==> config.mk <==
export PLATFORM = sky130hd
export DESIGN_NAME = seg7_scan_driver
export DESIGN_NICKNAME = d
export VERILOG_FILES = /design/src/rtl/seg7_scan_driver.sv
export SDC_FILE = /design/constraint.sdc
export NUM_CORES = 1
export LEC_CHECK = 0
export BUFFER_PORTS_ARGS = -buffer_cell sky130_fd_sc_hd__buf_2
export CAP_MARGIN = 20
export CELL_PAD_IN_SITES_DETAIL_PLACEMENT = 0
export CELL_PAD_IN_SITES_GLOBAL_PLACEMENT = 2
export CORE_UTILIZATION = 35
export CTS_BUF_LIST = sky130_fd_sc_hd__clkbuf_4 sky130_fd_sc_hd__clkbuf_8 sky130_fd_sc_hd__clkbuf_16
export DETAILED_ROUTE_END_ITERATION = 10
export GPL_ROUTABILITY_DRIVEN = 1
export GPL_TIMING_DRIVEN = 0
export PLACE_DENSITY = 0.77
export SLEW_MARGIN = 30
export SYNTH_ARGS = -nofsm -noshare
export SYNTH_HDL_FRONTEND = slang
export SYNTH_SLANG_ARGS = --single-unit
==> constraint.sdc <==
create_clock -name clk -period 2.9 [get_ports clk]
set_input_delay 0.29 -clock clk [delete_from_list [all_inputs] [get_ports clk]]
set_output_delay 0.29 -clock clk [all_outputs]
set_load 0.005 [all_outputs]
==> src/rtl/seg7_scan_driver.sv <==
// rtl/seg7_scan_driver.sv - two-digit multiplexed 7-segment driver with sequential binary-to-BCD conversion
module seg7_scan_driver #(
  parameter int REFRESH_DIV = 50000,
  parameter bit BLANK_LZ    = 1'b1
) (
  input  logic       clk,
  input  logic       reset,
  input  logic [7:0] value,
  input  logic       load,
  output logic       busy,
  output logic       ovf,
  output logic [7:0] seg,
  output logic [1:0] an
);

  localparam int CW = $clog2(REFRESH_DIV);
  localparam logic [3:0] DIGIT_DASH = 4'hF;
  localparam logic [7:0] SEG_BLANK  = 8'b1111_1111;

  typedef enum logic [1:0] {S_IDLE, S_SHIFT, S_COMMIT} state_t;

  state_t          r_state, w_state_next;
  logic [7:0]      r_shift;
  logic [11:0]     r_bcd;
  logic [2:0]      r_iter;
  logic [3:0]      r_tens, r_units, w_tens_next, w_units_next;
  logic            r_ovf, w_ovf_next;
  logic [CW-1:0]   r_refresh;
  logic            r_sel, w_sel_next;
  logic [7:0]      r_seg, w_seg_next;
  logic [1:0]      r_an, w_an_next;
  logic [10:0]     w_bcd_adj;
  logic [3:0]      w_digit;
  logic            w_blank;

  function automatic logic [3:0] adj3(input logic [3:0] n);
    return (n >= 4'd5) ? n + 4'd3 : n;
  endfunction

  function automatic logic [7:0] digit_pattern(input logic [3:0] d);
    case (d)
      4'd0:    return 8'b0000_0011;
      4'd1:    return 8'b1001_1111;
      4'd2:    return 8'b0010_0101;
      4'd3:    return 8'b0000_1101;
      4'd4:    return 8'b1001_1001;
      4'd5:    return 8'b0100_1001;
      4'd6:    return 8'b0100_0001;
      4'd7:    return 8'b0001_1111;
      4'd8:    return 8'b0000_0001;
      4'd9:    return 8'b0000_1001;
      default: return 8'b1111_1101;
    endcase
  endfunction

  // Hundreds never exceeds 2 for an 8-bit input, so only tens/units need the add-3 step.
  always_comb begin
    w_bcd_adj = {r_bcd[10:8], adj3(r_bcd[7:4]), adj3(r_bcd[3:0])};
  end

  always_comb begin
    w_state_next = r_state;
    w_tens_next  = r_tens;
    w_units_next = r_units;
    w_ovf_next   = r_ovf;
    case (r_state)
      S_IDLE:   if (load) w_state_next = S_SHIFT;
      S_SHIFT:  if (r_iter == 3'd7) w_state_next = S_COMMIT;
      S_COMMIT: begin
        w_state_next = S_IDLE;
        if (r_bcd[11:8] == 4'd0) begin
          w_tens_next  = r_bcd[7:4];
          w_units_next = r_bcd[3:0];
          w_ovf_next   = 1'b0;
        end else begin
          w_tens_next  = DIGIT_DASH;
          w_units_next = DIGIT_DASH;
          w_ovf_next   = 1'b1;
        end
      end
      default:  w_state_next = S_IDLE;
    endcase
  end

  // Output registers are loaded from post-edge select/digit values so seg and an never disagree.
  always_comb begin
    w_sel_next = (r_refresh == CW'(REFRESH_DIV - 1)) ? ~r_sel : r_sel;
    w_digit    = w_sel_next ? w_tens_next : w_units_next;
    w_blank    = w_sel_next && BLANK_LZ && (w_tens_next == 4'd0) && !w_ovf_next;
    w_seg_next = w_blank ? SEG_BLANK : digit_pattern(w_digit);
    w_an_next  = w_sel_next ? 2'b01 : 2'b10;
  end

  always_ff @(posedge clk or posedge reset) begin
    if (reset) begin
      r_state <= S_IDLE;
      r_tens  <= 4'd0;
      r_units <= 4'd0;
      r_ovf   <= 1'b0;
      r_sel   <= 1'b0;
      r_seg   <= 8'b0000_0011;
      r_an    <= 2'b10;
    end else begin
      r_state <= w_state_next;
      r_tens  <= w_tens_next;
      r_units <= w_units_next;
      r_ovf   <= w_ovf_next;
      r_sel   <= w_sel_next;
      r_seg   <= w_seg_next;
      r_an    <= w_an_next;
    end
  end

  always_ff @(posedge clk or posedge reset) begin
    if (reset) begin
      r_shift <= 8'd0;
      r_bcd   <= 12'd0;
      r_iter  <= 3'd0;
    end else begin
      case (r_state)
        S_IDLE: if (load) begin
          r_shift <= value;
          r_bcd   <= 12'd0;
          r_iter  <= 3'd0;
        end
        S_SHIFT: begin
          r_bcd   <= {w_bcd_adj, r_shift[7]};
          r_shift <= {r_shift[6:0], 1'b0};
          r_iter  <= r_iter + 3'd1;
        end
        default: ;
      endcase
    end
  end

  always_ff @(posedge clk or posedge reset) begin
    if (reset) begin
      r_refresh <= '0;
    end else if (r_refresh == CW'(REFRESH_DIV - 1)) begin
      r_refresh <= '0;
    end else begin
      r_refresh <= r_refresh + 1'b1;
    end
  end

  assign busy = (r_state != S_IDLE);
  assign ovf  = r_ovf;
  assign seg  = r_seg;
  assign an   = r_an;

endmodule

==> metrics, run 1 <==
status finished clean; Met3 Wirelength between 150 and 200 µm; DRC violations left 0; Pwr Density about 910 nW/µm²; CP Launch Type register; syn avg cell area around 11 µm²; CTS Buf Count 9; leak pwr 1.644 nW; # IOs 23; port bufs 21; Max VDD drop 0.0002556 V; H-tree depth 3; placed wire-length estimate 3789 µm; synthesis-to-finish area growth 18.28%; Syn Inst Count between 200 and 300; CTS max path bufs 2; via count approximately 2100; most frequent cell after synthesis dfrtp_1; Worst-Skew Late Latency ~0.33 ns; # rows 32; grt ovf 0; CP Data Required Time around 3.1 ns; hold crit path type input port to register; delay-heaviest family, CP simple AND/OR/NAND/NOR gates; global placement routability congestion between 0.7 and 0.8; Vias/cell around 5.0; RSZ-0062 raised after global routing false; Post-Syn Area approximately 2900 µm²; Final nets between 300 and 400; worst path cell trace or4b_4 > nor4_4 > buf_4 > xnor2_4 > inv_4 > mux2i_4 > inv_2 > ha_1 > nor3_1 > a31oi_1; top-area cell type share of the netlist area 0.4963; worst r2r path cells 10; YS warnings 0; critical path depth 10; ANT cells 0; Die W between 90 and 100 µm; post-synthesis sequential area ratio 0.5146; Avg WL per Cell around 14 µm; Clk pin slew, worst setup/hold paths 0.07 ns; Routed Wire Length 5743 µm; TritonCTS clock tree yes; Slew Limit Fails 0; transition time of the tightest slew-check pin a little over 0.5 ns; post-layout util 0.4332; GRT Total Usage 0.1503; clock root buffer clkbuf_8; Area contributors post-synth dfrtp_1 (50%), ha_1 (6.1%), o21ai_0 (3.7%), xor2_1 (3.0%), nand2_1 (3.0%); crit path DAT between 2 and 3 ns; dominant synthesized flop cell dfrtp_1; EDFF count, synth 0; initial core utilization 0.3662; Fin Clk Skew ~0.0064 ns; Final period util 0.9384; initial antenna violation count 0; number of global-route vias before repair between 2000 and 2500; core footprint 7848 µm²; pin count of the biggest net entering global routing 51; Post-Route M1 WL approximately 2900 µm; Async S/R FF share, synth 1.000; area of the die between 8000 and 9000 µm²; critical path capture point type register; Yosys cell types 51; critical path class register to register; WHS Path Cells 3; Buf/Inv on CP 3; Post-Synthesis Net Count a little under 300; ANT nets after route 0; met2 WL 2520 µm; MaxCap Viol Count 0; TritonCTS Sinks approximately 60; Fmax around 0.37 GHz; CP max-delay cell or4b_4; Fin Setup TNS 0 ns; flops & latches, synth 59; Initial DRC Count around 110; global-route wire length before repair 9991 µm; Hold Fails Final Rpt 0; Slew HR 0.6621; CP max FO 9; Yosys top cell by area dfrtp_1; Tmin final around 2.7 ns; Initial DRT Pass Iterations 4; final setup vio count 0; Die H approximately 93 µm; Worst path max stage delay 0.55 ns; Post-synth top cells dfrtp_1 (57), nand2_1 (23), o21ai_0 (21); share of cells above drive strength 1 0.1847; uppermost routed layer met4
## where the power goes
| group | leakage [nW] | switching (mW) | internal [mW] |
|---|---|---|---|
| sequential | 0.755 | 0.171 | 1.08 |
| combinational | 0.786 | 0.618 | 0.512 |
| clock | 0.103 | 0.312 | 0.397 |
## cells by family after synthesis
family,synth area share
multiplexers,0.02482
flip-flops,0.5146
adder cells (fa/ha/maj),0.06095
AND/OR/NAND/NOR,0.1598
AO/OA/AOI/OAI,0.1485
XOR/XNOR,0.05747
other,0.001305
buffers and inverters,0.03265
## through the flow
stage               worst slack [ns]  hold WS (ns)  std cells  power [mW]  instance area [µm²]
finish                        0.1788        0.2507        416       3.092                 3400
floorplan                    0.05074        0.4473        272       2.049                 2874
detailed placement           -0.4915        0.2053        396       2.362                 3137
CTS                         0.004556        0.2458        414       3.101                 3361
global placement             -0.5087        0.4670        395       2.345                 3107
global route                 0.02902        0.2628        416       3.347                 3400
## tightest hold or removal path: cells and delay by family
family	cells	cell delay, ns
AO/OA/AOI/OAI	2	0.18
buffers and inverters	1	0.08
## timing repair
action | in CTS | in global routing
setup endpoints to repair | 7 | 6
pin swaps | 1 | 2
buffers inserted | 1 | 2
hold buffers | 1 | 0
hold endpoints to repair | 9 | 0
gates resized for setup | 3 | 5
## flip-flops by register name, indices dropped and copies added (netlist names)
signal     count
an             2
r_shift        8
r_refresh     16
r_units        4
r_iter         3
r_state        2
r_tens         4
ovf            1
seg            7
r_bcd         12
## cells in the final DEF, fill, tap and decap left out, drive strengths merged, types with 3 or more instances in the layout
cell / n
xor2: 10
nor2: 15
and3b: 5
o22a: 4
clkbuf: 21
o21ai: 21
mux2: 3
and3: 4
nand2: 23
nor2b: 7
and4: 3
o22ai: 4
buf: 27
a22o: 6
nand3: 5
mux2i: 3
nand2b: 3
dfrtp: 57
ha: 14
nor3: 6
xnor2: 8
nand4: 3
a21oi: 17
inv: 14
## layer usage
metal / up-vias / global-route usage
met3: 7 / 0.03202
met5: - / 0
met4: 0 / 0.07692
li1: 1030 / -
met1: 1010 / 0.2003
met2: 35 / 0.2302
## final timing paths
check,endpoint,slack (ns),startpoint
min in group asynchronous,r_shift[1]$_DFFE_PP0P_,0.40,reset
hold / removal,r_shift[7]$_DFFE_PP0P_,0.25,value[7]
setup / recovery,seg[2]$_DFF_PP0_,0.18,r_refresh[11]$_DFF_PP0_
setup reg to reg,seg[2]$_DFF_PP0_,0.18,r_refresh[11]$_DFF_PP0_
max in group asynchronous,seg[1]$_DFF_PP1_,1.98,reset
hold reg to reg,r_refresh[0]$_DFF_PP0_,0.48,r_refresh[0]$_DFF_PP0_
## cell type report
| class | count | area [µm²] |
|---|---|---|
| Clock buffer | 14 | 180.2 |
| Clock inverter | 2 | 10.01 |
| Inverter | 14 | 57.56 |
| Buffer | 9 | 41.29 |
| Timing Repair Buffer | 26 | 165.2 |
| Fill cell | 798 | 4448 |
| Sequential cell | 59 | 1479 |
| Tap cell | 102 | 127.6 |
| Multi-Input combinational cell | 190 | 1339 |
(Power assumes the default switching activity.)
==> run 2: changes to the inputs <==
--- a/config.mk
+++ b/config.mk
@@ -5,11 +5,12 @@
 export SDC_FILE = /design/constraint.sdc
 export NUM_CORES = 1
 export LEC_CHECK = 0
+export ABC_AREA = 1
 export BUFFER_PORTS_ARGS = -buffer_cell sky130_fd_sc_hd__buf_2
 export CAP_MARGIN = 20
 export CELL_PAD_IN_SITES_DETAIL_PLACEMENT = 0
 export CELL_PAD_IN_SITES_GLOBAL_PLACEMENT = 2
-export CORE_UTILIZATION = 35
+export CORE_UTILIZATION = 33
 export CTS_BUF_LIST = sky130_fd_sc_hd__clkbuf_4 sky130_fd_sc_hd__clkbuf_8 sky130_fd_sc_hd__clkbuf_16
 export DETAILED_ROUTE_END_ITERATION = 10
 export GPL_ROUTABILITY_DRIVEN = 1
==> run 2 against run 1 <==
Against the previous run:
- die area grew 13%
- sequential power shrank 5%
- sequential share of layout area shrank 1.8 points
- combinational power grew 8%
- global-route usage shrank 0.96 points
- total power grew 3.3%
- core utilization shrank 3.3 points
- synthesized area grew 6.6%
- cell count grew 20%
- largest cell class unchanged
==> metrics, run 2 <==
status finished clean (unchanged); Synth Area in Simple Gates 0.2398 (was 0.1598); Pint 2.002 mW (was 1.992 mW); clock group share of total power 0.244 (was 0.229); hold buffers post-CTS 1 (unchanged); ANT nets after route 0 (unchanged); critical path capture point type register (unchanged); MaxCap Viol Count 0 (unchanged); YS warnings 0 (unchanged); GR Layer Usage met3 0.03651 (was 0.03202); syn avg cell area 8.726 µm² (was 10.57 µm²); worst hold slack 0.2043 ns (was 0.2507 ns); CTS resizes 0 (was 3); Most Crowded Layer GR met2 (unchanged); # IOs 23 (unchanged); Post-Synthesis Net Count 376 (was 297); CTS Buf Count 9 (unchanged); crit-path most repeated cell nand3_1; H-tree depth 3 (unchanged); Tmin final 2.307 ns (was 2.721 ns); Avg WL per Cell 12.22 µm (was 13.81 µm); Worst-Skew Late Latency 0.33 ns (about the same); initial antenna violation count 0 (unchanged); post-synthesis sequential area ratio 0.4828 (was 0.5146); EDFF count, synth 0 (unchanged); CP Launch Type register (unchanged); Initial DRC Count 73 (was 113); largest family of logic cells by synthesized area simple AND/OR/NAND/NOR gates (unchanged); Area contributors post-synth dfrtp_1 (47%), nand2_1 (6.4%), inv_1 (5.8%), ha_1 (5.7%), o21ai_0 (5.2%) (was dfrtp_1 (50%), ha_1 (6.1%), o21ai_0 (3.7%), xor2_1 (3.0%), nand2_1 (3.0%)); leak pwr 1.710 nW (was 1.644 nW); max FFs per register 16 (unchanged); crit path DAT 2.51 ns (was 2.92 ns); area occupied by multi-input gates 1346 µm² (was 1339 µm²); placed wire-length estimate 4463 µm (was 3789 µm); DRC violations left 0 (unchanged); biggest regs r_refresh x16, r_bcd x12, r_shift x8 (unchanged); Final nets 410 (was 334); TritonCTS Sinks 59 (unchanged); Fin Clk Skew 0.008563 ns (was 0.006442 ns); Synth Area in XOR/XNOR 0.02288 (was 0.05747); Post-CTS Setup Inserts 0 (was 1); multiplexer share of the synthesized area 0 (was 0.02481); largest reg by FF count r_refresh (unchanged); TritonCTS clock tree yes (unchanged); Worst path max stage delay 0.37 ns (was 0.55 ns); global placement routability congestion 0.7116 (was 0.7275); Post-synth top cells dfrtp_1 (57), nand2_1 (52), inv_1 (47) (was dfrtp_1 (57), nand2_1 (23), o21ai_0 (21)); most common cell after layout, fill and taps aside dfrtp_1 (unchanged); Hold Fails Final Rpt 0 (unchanged); Initial DRT Pass Iterations 6 (was 4); fraction of power consumed by combinational cells 0.383 (was 0.365); sequential power share 0.373 (was 0.406); number of global-route vias before repair 2389 (was 2069); GRT Total Usage 0.1407 (was 0.1503); RSZ-0062 raised after global routing false (unchanged); Slew Limit Fails 0 (unchanged); Yosys top cell by area dfrtp_1 (unchanged); synthesis-to-finish area growth 15.73% (was 18.28%); Fmax 0.4335 GHz (was 0.3675 GHz); Fillers 939 (was 798); Die W 98.34 µm (was 92.62 µm); clock root buffer clkbuf_8 (unchanged); Buf/Inv on CP 2 (was 3); fin cells 498 (was 416); grt ovf 0 (unchanged); global-route wire length before repair 10730 µm (was 9991 µm); CP max FO 7 (was 9); via count 2366 (was 2082); Yosys cell types 38 (was 51); transition time of the tightest slew-check pin 0.6248 ns (was 0.5069 ns); Clk pin slew, worst setup/hold paths 0.07 ns (about the same); Pwr Density 901.0 nW/µm² (was 909.7 nW/µm²); hold crit path type input port to register (unchanged); most frequent cell after synthesis dfrtp_1 (unchanged); critical path class register to register (unchanged); Sw Pwr 1.192 mW (was 1.100 mW); Async S/R FF share, synth 1.000 (unchanged); Synth Area in Adders 0.05719 (was 0.06095); area of the die 9671 µm² (was 8578 µm²); Final period util 0.7954 (was 0.9384); Slew HR 0.5803 (was 0.6621); Max VDD drop 0.0004771 V (was 0.0002556 V); register area 1479 µm² (unchanged); Die H 98.34 µm (was 92.62 µm); delay-heaviest family, CP simple AND/OR/NAND/NOR gates (unchanged); worst path cell trace ha_1 > nand3_1 > nor2_4 > nand3_4 > nand2_4 > nand2_1 > nand2_1 > inv_1 > ha_1 > inv_1 > nand3_1 > nand3_1 > nand3_1 (was or4b_4 > nor4_4 > buf_4 > xnor2_4 > inv_4 > mux2i_4 > inv_2 > ha_1 > nor3_1 > a31oi_1); Syn Inst Count 351 (was 272); Post-Syn Area 3063 µm² (was 2874 µm²); core footprint 8848 µm² (was 7848 µm²); dominant synthesized flop cell dfrtp_1 (unchanged); top-area cell type share of the netlist area 0.4657 (was 0.4963); ANT cells 0 (unchanged); Vias/cell 4.751 (was 5.005); share of cells above drive strength 1 0.1872 (was 0.1847); # rows 34 (was 32); Routed Wire Length 6085 µm (was 5743 µm); initial core utilization 0.3462 (was 0.3662); pin count of the biggest net entering global routing 33 (was 51); most frequent cells in the layout dfrtp_1 (57), nand2_1 (52), inv_1 (46) (was dfrtp_1 (57), nand2_1 (23), o21ai_0 (21), buf_2 (21), a21oi_1 (17)); port bufs 21 (unchanged); Fin Setup TNS 0 ns (unchanged); M2 GR Usage 0.2346 (was 0.2302); met1 usage 0.1753 (was 0.2003); CP max-delay cell dfrtp_1 (was or4b_4); Synth Area in Compound Gates 0.1185 (was 0.1485); Sw Share 0.3732 (was 0.3558); placed instance count 481 (was 396); final setup vio count 0 (unchanged); CP Data Required Time 3.10 ns (about the same); flops & latches, synth 59 (unchanged); CTS max path bufs 2 (unchanged)
==> run 2: cell families (layout without fill, tap and decap cells) <==
family | after synthesis | in the layout
xor gates and xnor gates | 8 | 8
buffers and inverters | 59 | 98
AOI/OAI and AO/OA | 63 | 63
DFF | 59 | 59
adders and majority gates | 14 | 14
other | 1 | 1
and+or+nand+nor | 147 | 147
==> run 2: final cells by class <==
cell class,instances,share of cell area
Buffer,7,0.01200
Clock buffer,14,0.04906
Clock inverter,2,0.009884
Inverter,52,0.05577
Multi-Input combinational cell,233,0.3798
Sequential cell,59,0.4172
Tap cell,108,0.03812
Timing Repair Buffer,23,0.03812
==> run 2: worst paths after layout <==
kind | from | to | slack, ns | depth (start not counted)
min in group asynchronous | reset | r_shift[4]$_DFFE_PP0P_ | 0.49 | 3
worst max-delay path | r_refresh[0]$_DFF_PP0_ | seg[7]$_DFF_PP0_ | 0.59 | 13
worst max register to register | r_refresh[0]$_DFF_PP0_ | seg[7]$_DFF_PP0_ | 0.59 | 13
worst min-delay path | value[0] | r_shift[0]$_DFFE_PP0P_ | 0.20 | 2
worst min register to register | r_refresh[0]$_DFF_PP0_ | r_refresh[0]$_DFF_PP0_ | 0.46 | 1
max in group asynchronous | reset | an[1]$_DFF_PP1_ | 1.85 | 4
==> run 2: power groups by stage <==
stage / clock, mW / sequential [mW] / combinational [mW]
floorplan: 0 / 1.19 / 0.920
finish: 0.779 / 1.19 / 1.22
global route: 0.840 / 1.22 / 1.44
CTS: 0.807 / 1.20 / 1.24
global placement: 0 / 1.20 / 1.22
detailed placement: 0 / 1.21 / 1.23
==> run 2: per-stage QoR <==
stage / instance area, µm² / setup WS [ns] / utilization / power [mW]
floorplan: 3063 / 0.8707 / - / 2.106
CTS: 3545 / 0.5628 / 0.4006 / 3.243
global placement: 3303 / 0.2905 / 0.3733 / 2.424
finish: 3545 / 0.5933 / 0.4006 / 3.194
detailed placement: 3326 / 0.5763 / 0.3758 / 2.441
global route: 3545 / 0.3647 / 0.4006 / 3.499
==> run 2: layer usage <==
layer | part of all wire | vias up | routed length, µm
met2 | 0.46 | 45 | 2816
met1 | 0.49 | 1104 | 2998
li1 | - | 1211 | -
met3 | 0.034 | 6 | 205
met4 | 0.011 | 0 | 64
met5 | 0 | - | 0
==> run 2: worst register-to-register path: stages, from the launching register on <==
cell,delay [ns]
dfrtp_1,0.37
ha_1,0.21
nand3_1,0.21
nor2_4,0.22
nand3_4,0.16
nand2_4,0.14
nand2_1,0.06
nand2_1,0.18
inv_1,0.12
ha_1,0.20
inv_1,0.05
nand3_1,0.09
nand3_1,0.09
nand3_1,0.08
